`config.mk`:
```
export PLATFORM = sky130hd
export DESIGN_NAME = ahb_slv_if_gen_flat
export DESIGN_NICKNAME = d
export VERILOG_FILES = /design/src/rtl/ahb_slv_if_gen_if.sv /design/src/rtl/ahb_slv_if_gen.sv /design/src/flat_wrapper.sv
export SDC_FILE = /design/constraint.sdc
export NUM_CORES = 1
export LEC_CHECK = 0
export ABC_AREA = 1
export CORE_UTILIZATION = 33
export DETAILED_ROUTE_END_ITERATION = 8
export HOLD_SLACK_MARGIN = 0.06
export PLACE_DENSITY = 0.74
export SYNTH_ARGS = -nofsm -noshare
export SYNTH_HDL_FRONTEND = slang
export SYNTH_SLANG_ARGS = --single-unit
```
`constraint.sdc`:
```
create_clock -name clk_i -period 2.7 [get_ports clk_i]
set_clock_uncertainty 0.05 [all_clocks]
set_input_delay 0.405 -clock clk_i [delete_from_list [all_inputs] [get_ports clk_i]]
set_output_delay 0.405 -clock clk_i [all_outputs]
set_load 0.02 [all_outputs]
```
`src/rtl/ahb_slv_if_gen_if.sv`:
```
// AHB-Lite bus bundle between the interconnect (master side) and the
// ahb_slv_if_gen slave front end.
interface ahb_slv_if_gen_if #(
    parameter int ADDR_W = 32,
    parameter int DATA_W = 32
);
    logic              sHSEL;
    logic [ADDR_W-1:0] sHADDR;
    logic              sHWRITE;
    logic [2:0]        sHSIZE;
    logic [1:0]        sHTRANS;
    logic [2:0]        sHBURST;
    logic [3:0]        sHPROT;
    logic              sHREADY;
    logic [DATA_W-1:0] sHWDATA;
    logic              sHREADYOUT;
    logic              sHRESP;
    logic [DATA_W-1:0] sHRDATA;

    modport master (
        output sHSEL, sHADDR, sHWRITE, sHSIZE, sHTRANS, sHBURST, sHPROT,
               sHREADY, sHWDATA,
        input  sHREADYOUT, sHRESP, sHRDATA
    );

    modport slave (
        input  sHSEL, sHADDR, sHWRITE, sHSIZE, sHTRANS, sHBURST, sHPROT,
               sHREADY, sHWDATA,
        output sHREADYOUT, sHRESP, sHRDATA
    );
endinterface

```
`src/rtl/ahb_slv_if_gen.sv`:
```
// Pipelined AHB-Lite slave front end: turns AHB address/data phases into a
// single-cycle register-bus strobe (reg_we / reg_re) with byte enables,
// fixed read latency (RD_LAT), extra write wait states (WR_WAIT) and a
// two-cycle ERROR response.
// Optional build macro AHB_SLV_ALIGN_CHK_EN: misaligned accesses take the
// error path with no register strobe. Without it they are aligned down.
// Unsupported sizes always error without touching the register file.
module ahb_slv_if_gen #(
    parameter int ADDR_W  = 32,
    parameter int DATA_W  = 32,
    parameter int RD_LAT  = 1,
    parameter int WR_WAIT = 0
) (
    input  logic                  clk_i,
    input  logic                  rst_i,
    ahb_slv_if_gen_if.slave       bus,
    output logic [ADDR_W-1:0]     reg_addr,
    output logic [DATA_W-1:0]     reg_wdata,
    output logic [DATA_W/8-1:0]   reg_wstrb,
    output logic                  reg_we,
    output logic                  reg_re,
    input  logic [DATA_W-1:0]     reg_rdata,
    input  logic                  reg_error
);
    localparam int STRB_W = DATA_W / 8;
    localparam int LSB_W  = $clog2(STRB_W);

    typedef enum logic [2:0] {IDLE, WR, RD_WAIT, ERR1, ERR2} state_t;

    state_t            state_q, state_d;
    logic [1:0]        cnt_q, cnt_d;
    logic [ADDR_W-1:0] addr_q;
    logic [STRB_W-1:0] strb_q, acc_strb;
    logic [DATA_W-1:0] rdata_q;
    logic [LSB_W-1:0]  lsb;
    logic              accept, acc_err, size_ok, take, latch, capture;
    logic              ready, resp;

    // Burst/protection attributes and the SEQ/NONSEQ distinction do not matter here.
    logic unused_ok;
    assign unused_ok = ^{bus.sHBURST, bus.sHPROT, bus.sHTRANS[0]};

    assign accept = bus.sHSEL & bus.sHREADY & bus.sHTRANS[1];

    // Byte enables and access legality, computed from the address phase.
    always_comb begin
        lsb      = bus.sHADDR[LSB_W-1:0];
        acc_strb = '0;
        size_ok  = 1'b1;
        case (bus.sHSIZE)
            3'd0: acc_strb = STRB_W'(1) << lsb;
            3'd1: acc_strb = STRB_W'(3) << (lsb & ~LSB_W'(1));
            3'd2: acc_strb = STRB_W'(15) << (lsb & ~LSB_W'(3));
            3'd3: begin
                if (STRB_W == 8) acc_strb = '1;
                else             size_ok  = 1'b0;
            end
            default: size_ok = 1'b0;
        endcase
        if (!size_ok) acc_strb = '0;
`ifdef AHB_SLV_ALIGN_CHK_EN
        acc_err = !size_ok || (|(lsb & (LSB_W'(32'd1 << bus.sHSIZE) - LSB_W'(1))));
`else
        acc_err = !size_ok;
`endif
    end

    // Next state, bus response and register strobes.
    always_comb begin
        state_d = state_q;
        cnt_d   = cnt_q;
        ready   = 1'b1;
        resp    = 1'b0;
        reg_we  = 1'b0;
        reg_re  = 1'b0;
        capture = 1'b0;
        take    = 1'b0;
        case (state_q)
            IDLE: take = 1'b1;
            WR: begin
                reg_we = (cnt_q == 2'd0);
                if (cnt_q == 2'd0 && reg_error) begin
                    ready   = 1'b0;
                    state_d = ERR1;
                end else if (cnt_q == 2'(WR_WAIT)) begin
                    take = 1'b1;
                end else begin
                    ready = 1'b0;
                    cnt_d = cnt_q + 2'd1;
                end
            end
            RD_WAIT: begin
                ready  = 1'b0;
                reg_re = (cnt_q == 2'd0);
                if (cnt_q == 2'd0 && reg_error) begin
                    state_d = ERR1;
                end else if (cnt_q == 2'(RD_LAT)) begin
                    capture = 1'b1;
                    state_d = IDLE;
                end else begin
                    cnt_d = cnt_q + 2'd1;
                end
            end
            ERR1: begin
                ready   = 1'b0;
                resp    = 1'b1;
                state_d = ERR2;
            end
            ERR2: begin
                resp = 1'b1;
                take = 1'b1;
            end
            default: state_d = IDLE;
        endcase
        // Data phase is completing: take the next address phase if present.
        latch = take & accept;
        if (take) begin
            state_d = IDLE;
            if (accept) begin
                cnt_d   = 2'd0;
                state_d = acc_err ? ERR1 : (bus.sHWRITE ? WR : RD_WAIT);
            end
        end
    end

    // State register.
    always_ff @(posedge clk_i or posedge rst_i) begin
        if (rst_i) begin
            state_q <= IDLE;
            cnt_q   <= 2'd0;
        end else begin
            state_q <= state_d;
            cnt_q   <= cnt_d;
        end
    end

    // Address-phase register: address and byte enables of the accepted beat.
    always_ff @(posedge clk_i or posedge rst_i) begin
        if (rst_i) begin
            addr_q <= '0;
            strb_q <= '0;
        end else if (latch) begin
            addr_q <= bus.sHADDR;
            strb_q <= acc_strb;
        end
    end

    // Read data holds between reads; only a clean read updates it.
    always_ff @(posedge clk_i or posedge rst_i) begin
        if (rst_i)        rdata_q <= '0;
        else if (capture) rdata_q <= reg_rdata;
    end

    assign reg_addr       = addr_q;
    assign reg_wstrb      = strb_q;
    assign reg_wdata      = bus.sHWDATA;
    assign bus.sHREADYOUT = ready;
    assign bus.sHRESP     = resp;
    assign bus.sHRDATA    = rdata_q;
endmodule

```
`src/flat_wrapper.sv`:
```
// flat-port wrapper written by rule: the top's interface ports become plain ports
module ahb_slv_if_gen_flat 
#(
    parameter int ADDR_W  = 32,
    parameter int DATA_W  = 32,
    parameter int RD_LAT  = 1,
    parameter int WR_WAIT = 0
)
  (clk_i, rst_i, reg_addr, reg_wdata, reg_wstrb, reg_we, reg_re, reg_rdata, reg_error, bus_sHSEL, bus_sHADDR, bus_sHWRITE, bus_sHSIZE, bus_sHTRANS, bus_sHBURST, bus_sHPROT, bus_sHREADY, bus_sHWDATA, bus_sHREADYOUT, bus_sHRESP, bus_sHRDATA);
  ahb_slv_if_gen_if #(.ADDR_W(ADDR_W), .DATA_W(DATA_W)) bus_i ();
  input  logic clk_i;
  input  logic rst_i;
  output logic [ADDR_W-1:0] reg_addr;
  output logic [DATA_W-1:0] reg_wdata;
  output logic [DATA_W/8-1:0] reg_wstrb;
  output logic reg_we;
  output logic reg_re;
  input  logic [DATA_W-1:0] reg_rdata;
  input  logic reg_error;
  input wire logic [$bits(bus_i.sHSEL)-1:0] bus_sHSEL;
  input wire logic [$bits(bus_i.sHADDR)-1:0] bus_sHADDR;
  input wire logic [$bits(bus_i.sHWRITE)-1:0] bus_sHWRITE;
  input wire logic [$bits(bus_i.sHSIZE)-1:0] bus_sHSIZE;
  input wire logic [$bits(bus_i.sHTRANS)-1:0] bus_sHTRANS;
  input wire logic [$bits(bus_i.sHBURST)-1:0] bus_sHBURST;
  input wire logic [$bits(bus_i.sHPROT)-1:0] bus_sHPROT;
  input wire logic [$bits(bus_i.sHREADY)-1:0] bus_sHREADY;
  input wire logic [$bits(bus_i.sHWDATA)-1:0] bus_sHWDATA;
  output wire logic [$bits(bus_i.sHREADYOUT)-1:0] bus_sHREADYOUT;
  output wire logic [$bits(bus_i.sHRESP)-1:0] bus_sHRESP;
  output wire logic [$bits(bus_i.sHRDATA)-1:0] bus_sHRDATA;
  assign bus_i.sHSEL = bus_sHSEL;
  assign bus_i.sHADDR = bus_sHADDR;
  assign bus_i.sHWRITE = bus_sHWRITE;
  assign bus_i.sHSIZE = bus_sHSIZE;
  assign bus_i.sHTRANS = bus_sHTRANS;
  assign bus_i.sHBURST = bus_sHBURST;
  assign bus_i.sHPROT = bus_sHPROT;
  assign bus_i.sHREADY = bus_sHREADY;
  assign bus_i.sHWDATA = bus_sHWDATA;
  assign bus_sHREADYOUT = bus_i.sHREADYOUT;
  assign bus_sHRESP = bus_i.sHRESP;
  assign bus_sHRDATA = bus_i.sHRDATA;
  ahb_slv_if_gen #(.ADDR_W(ADDR_W), .DATA_W(DATA_W), .RD_LAT(RD_LAT), .WR_WAIT(WR_WAIT)) u_core (.clk_i(clk_i), .rst_i(rst_i), .bus(bus_i), .reg_addr(reg_addr), .reg_wdata(reg_wdata), .reg_wstrb(reg_wstrb), .reg_we(reg_we), .reg_re(reg_re), .reg_rdata(reg_rdata), .reg_error(reg_error));
endmodule
```
==> results.py, run 1 <==
metrics = {
    "status": {
        "outcome": "complete, no violations",
    },
    "logic_synthesis": {
        "netlist.top_cell.by_area": "dfrtp_1",
        "synth_area_leaders": "dfrtp_1, nand2_1, buf_4, nand3_1, ha_1",
        "syn_area_um2": 3369,
        "synth_fa_ha_area_share_pct": 1.857,
        "synthMuxAreaShare_pct": 0,
        "synth_top_family_by_area": "simple AND/OR/NAND/NOR gates",
        "ys_ff_latch": 73,
        "synthCells": 409,
        "synth_fp_nets": 528,
        "synth_top_area_share_pct": 54.21,
        "synth-compound-area-share_pct": 1.634,
        "avgSynthCellArea_um2": 8.238,
        "synth_seq_area_share_pct": 54.21,
        "synth_xor_area_share_pct": 0,
        "ys_warn_count": 0,
        "synth_cell_types": 18,
        "yosys.area_share.simple_pct": 30.23,
    },
    "power": {
        "peakVddDrop_uv": 487.3,
        "power.leakage_nw": 2.412,
        "p_per_area_nw_per_um2": 1036,
        "design_power_total_w": 0.005105,
    },
    "sta": {
        "worst-slew-pin-transition_ns": 1.066,
        "setup_tns_ns": 0,
        "setup_violations": 0,
        "slew_headroom_pct": 28.75,
        "hold_viol": 0,
        "period_needed_ns": 2.518,
        "fin_crit_sh_pct": 93.27,
        "grt_setup_unrepaired": "false",
        "max_freq_mhz": 397.1,
        "slew_viol_final": 0,
    },
    "critical_path": {
        "crit_path_cell_trace": "inv_1 -> ha_1 -> nand2_1 -> nor2_1 -> nor2_2 -> nand2_1 -> clkdlybuf4s50_1",
        "startpoint": "u_core.cnt_q[0]",
        "worst-path-stages": 7,
        "worst-path-buf-inv": 2,
        "rr_worst_depth": 8,
        "path_common_cell": "nand2_1",
        "start_kind": "flip-flop",
        "crit_required_ns": 2.25,
        "slowest_delay_ns": 0.59,
        "reg2reg_from": "u_core.cnt_q[0]",
        "crit_path_top_delay_cell": "clkdlybuf4s50_1",
        "crit_type": "reg2out",
        "crit_family": "buffers and inverters",
        "crit_fanout": 5,
        "crit_arrival_ns": 2.06,
        "end_kind": "output port",
    },
    "min_path": {
        "holdPathStages": 2,
        "hold_path.startpoint": "u_core.bus.sHRDATA[24]",
        "hold_path.class": "reg2reg",
    },
    "global_route": {
        "grt_pass1_vias": 2874,
        "grt_pass1_wl_mm": 13.12,
        "grt_use_total_pct": 16.05,
        "grt_max_degree": 42,
        "grt_overflow": 0,
        "antenna_found_initial": 0,
    },
    "cts": {
        "cts.htree.levels": 3,
        "cts-buffers-inserted": 9,
        "cts_resized": 0,
        "postCtsSetupRepairBufs": 0,
        "postCtsHoldBufs": 0,
        "cts_root_buf": "clkbuf_8",
        "clock_sinks": 73,
        "tritoncts": "yes",
        "clock_latency_ns": 0.33,
        "path_clk_slew_ns": 0.07,
        "cts_max_path_buffers": 2,
    },
    "cells_and_area": {
        "nets": 639,
        "layout-drive-gt1-share_pct": 5.524,
        "final_cell_mix": "nand2_1, clkdlybuf4s50_1, dfrtp_1, nand3_1, inv_1",
        "areaGrowthSynthToFinish_pct": 46.19,
        "fill_cells": 935,
        "antenna_cells": 0,
        "final_common_cell": "nand2_1",
        "fin_cells": 658,
    },
    "detailed_routing": {
        "routedWlPerCell_um": 12.62,
        "vias": 2948,
        "initialDrtViolationCount": 88,
        "drc": 0,
        "via_per_inst": 4.480,
        "drtAntennaViolNets": 0,
        "routed_wirelength_mm": 8.307,
        "firstDrtPassIters": 4,
    },
    "floorplanning": {
        "core_um2": 9819,
        "die_x_um": 103.0,
        "dieHeight_um": 103.0,
        "rows": 36,
        "start_util_pct": 34.31,
        "dieArea_um2": 10620,
        "io_pins": 218,
    },
    "place": {
        "gp_congestion": 0.8236,
        "placed_cells": 642,
        "io_buffers": 145,
        "hpwl_mm": 5.865,
    },
    "flow_run": {
        "maxCapViolations": 0,
    },
}
==> area by class of cell <==
type | count | area, µm² | area share (%)
inverter | 19 | 71.32 | 1.448
sequential | 73 | 1827 | 37.08
clock inverter | 5 | 77.57 | 1.575
multi-input combinational | 268 | 1139 | 23.11
tap | 133 | 166.4 | 3.378
clock buffer | 11 | 151.4 | 3.073
timing repair buffer | 149 | 1494 | 30.33
==> report_power, final <==
part / internal (W) / switching (W)
sequential: 0.00154 / 0.000255
combinational: 0.00108 / 0.00127
clock: 0.000568 / 0.000394
total: 0.00319 / 0.00192
==> cell families (layout without fill, tap and decap cells) <==
kind of cell             count (synthesis)  count (layout)
adder cells (fa/ha/maj)                  5               5
buffers and inverters                   68             184
flip-flops                              73              73
AND/OR/NAND/NOR                        253             253
AO/OA/AOI/OAI                           10              10
==> cells in the mapped netlist <==
cell      count
a21oi_1       2
buf_2         7
buf_4        36
buf_6         1
clkbuf_1      5
dfrtp_1      73
ha_1          5
inv_1        15
inv_2         4
nand2_1     193
nand3_1      42
nand3_2       2
nand4_1       1
nor2_1       14
nor3_1        1
o21ai_0       6
o21ai_2       1
o22ai_1       1
==> worst paths after layout <==
check	endpoint	slack (ns)
worst max-delay path	bus_sHREADYOUT	0.18
min in group asynchronous	u_core.bus.sHRDATA[6]	0.44
worst min register to register	u_core.bus.sHRDATA[24]	0.42
max in group asynchronous	u_core.reg_addr[17]	1.47
worst min-delay path	u_core.bus.sHRDATA[24]	0.42
worst max register to register	u_core.reg_addr[15]	0.77
==> metal layers <==
metal	up-vias	wire [µm]	global-route usage [%]
met5	-	0	0
met4	0	90	6.609
met3	12	931	7.254
met2	133	3862	27.23
met1	1354	3423	17.45
li1	1449	-	-
==> worst reg2reg max path, stage by stage (launching register included) <==
cell     delay (ns)
dfrtp_1        0.44
inv_1          0.12
ha_1           0.20
nand2_1        0.11
o21ai_2        0.17
nand2_1        0.10
inv_2          0.43
nand2_1        0.14
nand2_1        0.10
==> stage by stage <==
stage	hold slack, ns	instance area (µm²)	setup slack, ns	util [%]
finish	0.4231	4926	0.1817	50.17
global placement	0.4032	4695	0.3844	47.81
CTS	0.4260	4923	0.1451	50.14
detailed placement	0.4095	4695	0.3173	47.81
floorplan	0.4646	3369	0.3917	-
global route	0.4519	4926	0.04686	50.17
==> sequential cells by signal, indices dropped and copies added, names as in the netlist <==
name	cells
u_core.bus.sHRDATA	32
u_core.reg_addr	32
u_core.reg_wstrb	4
u_core.state_q	3
u_core.cnt_q	2
No activity file was read; power rests on OpenSTA's default activity.
==> inputs of run 2 (changes only) <==
CORE_UTILIZATION = 37   (was 33)
PLACE_DENSITY = 0.82   (was 0.74)
TNS_END_PERCENT = 5   (was not set)
==> run 2 against run 1 <==
- cell count decreased by 3.8%
- non-clock buffer count did not move
- global-route usage is 2.2 points higher
- total power down 4.5%
- hold slack worse by 0.0010 ns
- sequential cell count unchanged
- wire length shrank 0.25%
- critical endpoint unchanged
- largest power group unchanged
- highest routed layer unchanged
==> results.py, run 2 (synthesized netlist as in run 1, its figures left out) <==
metrics = {
    "status": {
        "outcome": "complete, no violations",
    },
    "global_route": {
        "grt_overflow": 0,
        "grt_use_total_pct": 18.28,
        "grt_pass1_wl_mm": 14.12,
        "grt_max_degree": 42,
        "grt_pass1_vias": 3021,
        "antenna_found_initial": 0,
    },
    "cells_and_area": {
        "final_area_um2": 4837,
        "multi_input_area_um2": 1139,
        "fill_cells": 790,
        "final_util_pct": 55.20,
        "layout-drive-gt1-share_pct": 5.524,
        "nets": 639,
        "final_cell_mix": "nand2_1, clkdlybuf4s50_1, dfrtp_1, nand3_1, inv_1",
        "antenna_cells": 0,
        "seq_area_um2": 1827,
        "final_common_cell": "nand2_1",
        "areaGrowthSynthToFinish_pct": 43.56,
    },
    "power": {
        "peakVddDrop_uv": 541.7,
        "p_per_area_nw_per_um2": 1008,
        "power.leakage_nw": 2.382,
        "design_power_total_w": 0.004876,
    },
    "critical_path": {
        "reg2reg_setup_slack_ns": 0.83,
        "rr_worst_depth": 8,
        "crit_required_ns": 2.25,
        "end_kind": "output port",
        "reg2reg_from": "u_core.cnt_q[0]",
        "startpoint": "u_core.cnt_q[0]",
        "crit_type": "reg2out",
        "crit_path_end": "bus_sHREADYOUT",
        "crit_fanout": 5,
        "crit_arrival_ns": 2.05,
        "r2r_end": "u_core.reg_addr[19]",
        "start_kind": "flip-flop",
    },
    "sta": {
        "fin_crit_sh_pct": 92.92,
        "grt_setup_unrepaired": "false",
        "worst-slew-pin-transition_ns": 0.9804,
        "max_freq_mhz": 398.6,
        "slew_viol_final": 0,
        "setup_tns_ns": 0,
        "setup_violations": 0,
        "slew_headroom_pct": 34.48,
        "holdWs_ns": 0.4221,
        "period_needed_ns": 2.509,
        "hold_viol": 0,
    },
    "floorplanning": {
        "io_pins": 218,
        "core_um2": 8763,
        "die_x_um": 97.43,
        "dieArea_um2": 9493,
        "rows": 34,
        "start_util_pct": 38.45,
        "dieHeight_um": 97.43,
    },
    "cts": {
        "cts_max_path_buffers": 2,
        "clock_sinks": 73,
        "path_clk_slew_ns": 0.08,
        "cts.htree.levels": 3,
        "cts-buffers-inserted": 9,
        "cts_root_buf": "clkbuf_8",
        "tritoncts": "yes",
        "clock_latency_ns": 0.34,
    },
    "detailed_routing": {
        "vias": 2971,
        "routedWlPerCell_um": 13.09,
        "initialDrtViolationCount": 71,
        "via_per_inst": 4.694,
        "routed_wirelength_mm": 8.286,
        "drtAntennaViolNets": 0,
        "drc": 0,
        "firstDrtPassIters": 4,
    },
    "min_path": {
        "hold_path.class": "reg2reg",
    },
    "place": {
        "gp_congestion": 0.7599,
        "hpwl_mm": 5.995,
        "place_area_um2": 4663,
        "io_buffers": 145,
    },
    "flow_run": {
        "maxCapViolations": 0,
    },
}
[run 2: cell type report]
| type | count | share of cell area, % |
|---|---|---|
| clock inverters | 7 | 0.9829 |
| well taps | 108 | 2.794 |
| repair buffers | 149 | 30.88 |
| inverters | 19 | 1.474 |
| flip-flops and latches | 73 | 37.77 |
| multi-input cells | 268 | 23.54 |
| clock buffers | 9 | 2.561 |
[run 2: worst min path at each step]
stage,endpoint,cells after the start,startpoint
3_3_place_gp,u_core.bus.sHRDATA[5],2,u_core.bus.sHRDATA[5]
6_report,u_core.bus.sHRDATA[9],2,u_core.bus.sHRDATA[9]
4_1_cts,u_core.bus.sHRDATA[9],2,u_core.bus.sHRDATA[9]
2_1_floorplan,u_core.reg_addr[10],2,bus_sHADDR[10]
3_5_place_dp,u_core.bus.sHRDATA[9],2,u_core.bus.sHRDATA[9]
5_1_grt,u_core.reg_addr[31],2,u_core.reg_addr[31]
[run 2: critical path: stages, from the launching register on]
cell and delay (ns):
dfrtp_1 0.43, inv_1 0.11, ha_1 0.21, nand2_1 0.10, nor2_1 0.14, nor2_2 0.07
nand2_1 0.06, clkdlybuf4s50_1 0.59
[run 2: per-layer routing]
metal	global-route usage [%]	routed length, µm	up-vias
met2	29.75	3879	145
met1	21.63	3422	1357
met4	7.014	133	0
met5	0	0	-
met3	7.338	850	16
li1	-	-	1453
[run 2: stage by stage]
step	setup WS, ns	instances
5_1_grt	0.01388	633
4_1_cts	0.1367	633
6_report	0.1913	633
3_5_place_dp	0.3626	617
2_1_floorplan	0.3917	409
3_3_place_gp	0.3922	617
[run 2: what timing repair did]
action                     4_1_cts  5_1_grt
hold buffers                     0        0
hold endpoints to repair         0        0
setup endpoints to repair        0        1
gates resized for setup          0        1
buffers inserted                 0        0
[run 2: where the power goes]
group | leakage (nW) | internal [W] | switching [W]
clock network | 0.0850 | 0.000331 | 0.000411
registers | 0.891 | 0.00154 | 0.000257
logic | 1.41 | 0.00108 | 0.00126
total | 2.38 | 0.00295 | 0.00192
==> inputs of run 3 (changes only) <==
--- a/constraint.sdc
+++ b/constraint.sdc
@@ -3,3 +3,3 @@
 set_input_delay 0.405 -clock clk_i [delete_from_list [all_inputs] [get_ports clk_i]]
 set_output_delay 0.405 -clock clk_i [all_outputs]
-set_load 0.02 [all_outputs]
+set_load 0.01 [all_outputs]
==> run 3 against run 2 <==
- total power decreased by 4.0%
- wire length is 3.0% lower
- clock power grew 22%
- worst setup slack got worse by 0.023 ns
- first-iteration DRC count up 9.9%
- register-to-register slack got worse by 0.02 ns
- hold slack is essentially flat
- maximum frequency shrank 0.91%
- sequential power hardly changed
- sequential cell count unchanged
==> results.py, run 3 (synthesized netlist as in run 1, its figures left out) <==
metrics = {
    "sta": {
        "max_freq_mhz": 395.0,
        "setup_violations": 0,
        "hold_viol": 0,
        "setup_ws_ns": 0.1681,
        "setup_tns_ns": 0,
        "period_needed_ns": 2.532,
        "worst-slew-pin-transition_ns": 1.022,
        "fin_crit_sh_pct": 93.77,
        "grt_setup_unrepaired": "false",
        "slew_headroom_pct": 31.67,
        "slew_viol_final": 0,
    },
    "cts": {
        "cts_root_buf": "clkbuf_8",
        "postCtsHoldBufs": 0,
        "postCtsSetupRepairBufs": 0,
        "cts.htree.levels": 3,
        "cts_resized": 0,
        "tritoncts": "yes",
        "clock_sinks": 73,
        "cts-buffers-inserted": 9,
        "path_clk_slew_ns": 0.07,
        "clock_latency_ns": 0.32,
        "cts_max_path_buffers": 2,
    },
    "status": {
        "outcome": "complete, no violations",
    },
    "critical_path": {
        "slowest_delay_ns": 0.48,
        "reg2reg_setup_slack_ns": 0.81,
        "worst-path-buf-inv": 2,
        "r2r_end": "u_core.bus.sHRDATA[9]",
        "crit_fanout": 5,
        "crit_required_ns": 2.25,
        "rr_worst_depth": 6,
        "crit_type": "reg2out",
        "crit_path_top_delay_cell": "clkdlybuf4s50_1",
        "crit_path_cell_trace": "inv_1 -> ha_1 -> nand2_1 -> nor2_1 -> nor2_1 -> nand2_1 -> clkdlybuf4s50_1",
        "end_kind": "output port",
        "crit_arrival_ns": 2.08,
        "reg2reg_from": "u_core.state_q[0]",
        "crit_family": "buffers and inverters",
        "start_kind": "flip-flop",
    },
    "floorplanning": {
        "die_x_um": 97.43,
        "io_pins": 218,
        "core_um2": 8763,
        "dieHeight_um": 97.43,
        "start_util_pct": 38.45,
        "rows": 34,
        "dieArea_um2": 9493,
    },
    "detailed_routing": {
        "drc": 0,
        "wl_met1_mm": 3.338,
        "highest_layer": "met4",
        "routed_wirelength_mm": 8.038,
        "vias": 2976,
        "via_per_inst": 4.709,
        "wl_met2_mm": 3.693,
        "drtAntennaViolNets": 0,
        "firstDrtPassIters": 6,
        "met3_length_um": 907,
        "routedWlPerCell_um": 12.72,
        "initialDrtViolationCount": 78,
    },
    "power": {
        "power.leakage_nw": 2.404,
        "peakVddDrop_uv": 463.1,
        "p_per_area_nw_per_um2": 960.7,
    },
    "place": {
        "place_area_um2": 4663,
        "hpwl_mm": 5.743,
        "place_ws_ns": 0.4050,
        "gp_congestion": 0.7652,
        "io_buffers": 145,
    },
    "min_path": {
        "holdPathStages": 2,
        "worstHoldEndpoint": "u_core.bus.sHRDATA[27]",
        "hold_path.startpoint": "u_core.bus.sHRDATA[27]",
        "hold_path.class": "reg2reg",
    },
    "cells_and_area": {
        "final_cell_mix": "nand2_1, clkdlybuf4s50_1, dfrtp_1, nand3_1",
        "antenna_cells": 0,
        "final_common_cell": "nand2_1",
        "nets": 639,
        "layout-drive-gt1-share_pct": 4.771,
        "areaGrowthSynthToFinish_pct": 44.63,
        "final_area_um2": 4873,
    },
    "global_route": {
        "grt_max_degree": 42,
        "antenna_found_initial": 0,
        "grt_pass1_wl_mm": 13.55,
        "grt_pass1_vias": 2978,
        "grt_use_total_pct": 17.41,
        "grt_overflow": 0,
    },
    "flow_run": {
        "maxCapViolations": 0,
    },
}
==> run 3: cell types whose count changed in the layout (fill, tap and decap cells not counted), sizes merged <==
| cell | change |
|---|---|
| clkinv | -4 |
| bufinv | +2 |
| clkbuf | +3 |
| clkinvlp | -2 |
==> run 3: worst max path at each step <==
stage | start | to | slack, ns | cells past startpoint
finish | u_core.cnt_q[0] | bus_sHREADYOUT | 0.17 | 7
global route | u_core.cnt_q[0] | bus_sHREADYOUT | 0.03 | 7
CTS | u_core.cnt_q[0] | bus_sHREADYOUT | 0.21 | 7
detailed placement | reg_error | bus_sHREADYOUT | 0.41 | 7
global placement | reg_error | bus_sHREADYOUT | 0.45 | 7
floorplan | rst_i | u_core.bus.sHRDATA[0] | 0.39 | 1
==> run 3: report_power, final <==
group	internal [W]	switching, W	total (W)	leakage (nW)
clock	0.000540	0.000365	0.000905	0.106
combinational	0.00108	0.000905	0.00198	1.41
sequential	0.00154	0.000252	0.00179	0.891
==> run 3: layout make-up <==
type	instances	area (µm²)
well taps	108	135.1
multi-input cells	268	1136
clock buffers	12	145.1
flip-flops and latches	73	1827
inverters	19	71.32
fillers	785	3890
clock inverters	3	65.06
repair buffers	149	1494
==> run 3: per-layer routing <==
metal	GRT usage, %	vias up
met5	0	-
met4	6.448	0
met3	7.626	15
met2	27.81	152
met1	20.73	1360
li1	-	1449
==> run 3: tightest hold or removal path, stage by stage, from the launching register on <==
cell and delay [ns]:
dfrtp_1 0.34, nand2_1 0.05, nand2_1 0.05
==> run 3: through the flow <==
step                hold slack, ns  util [%]  total power [W]  cells
floorplan                   0.4586         -         0.002675    409
global placement            0.4036     53.21         0.003738    617
detailed placement          0.4083     53.21         0.003807    617
CTS                         0.4254     55.61         0.004746    632
global route                0.4524     55.61         0.005022    632
finish                      0.4224     55.61         0.004682    632
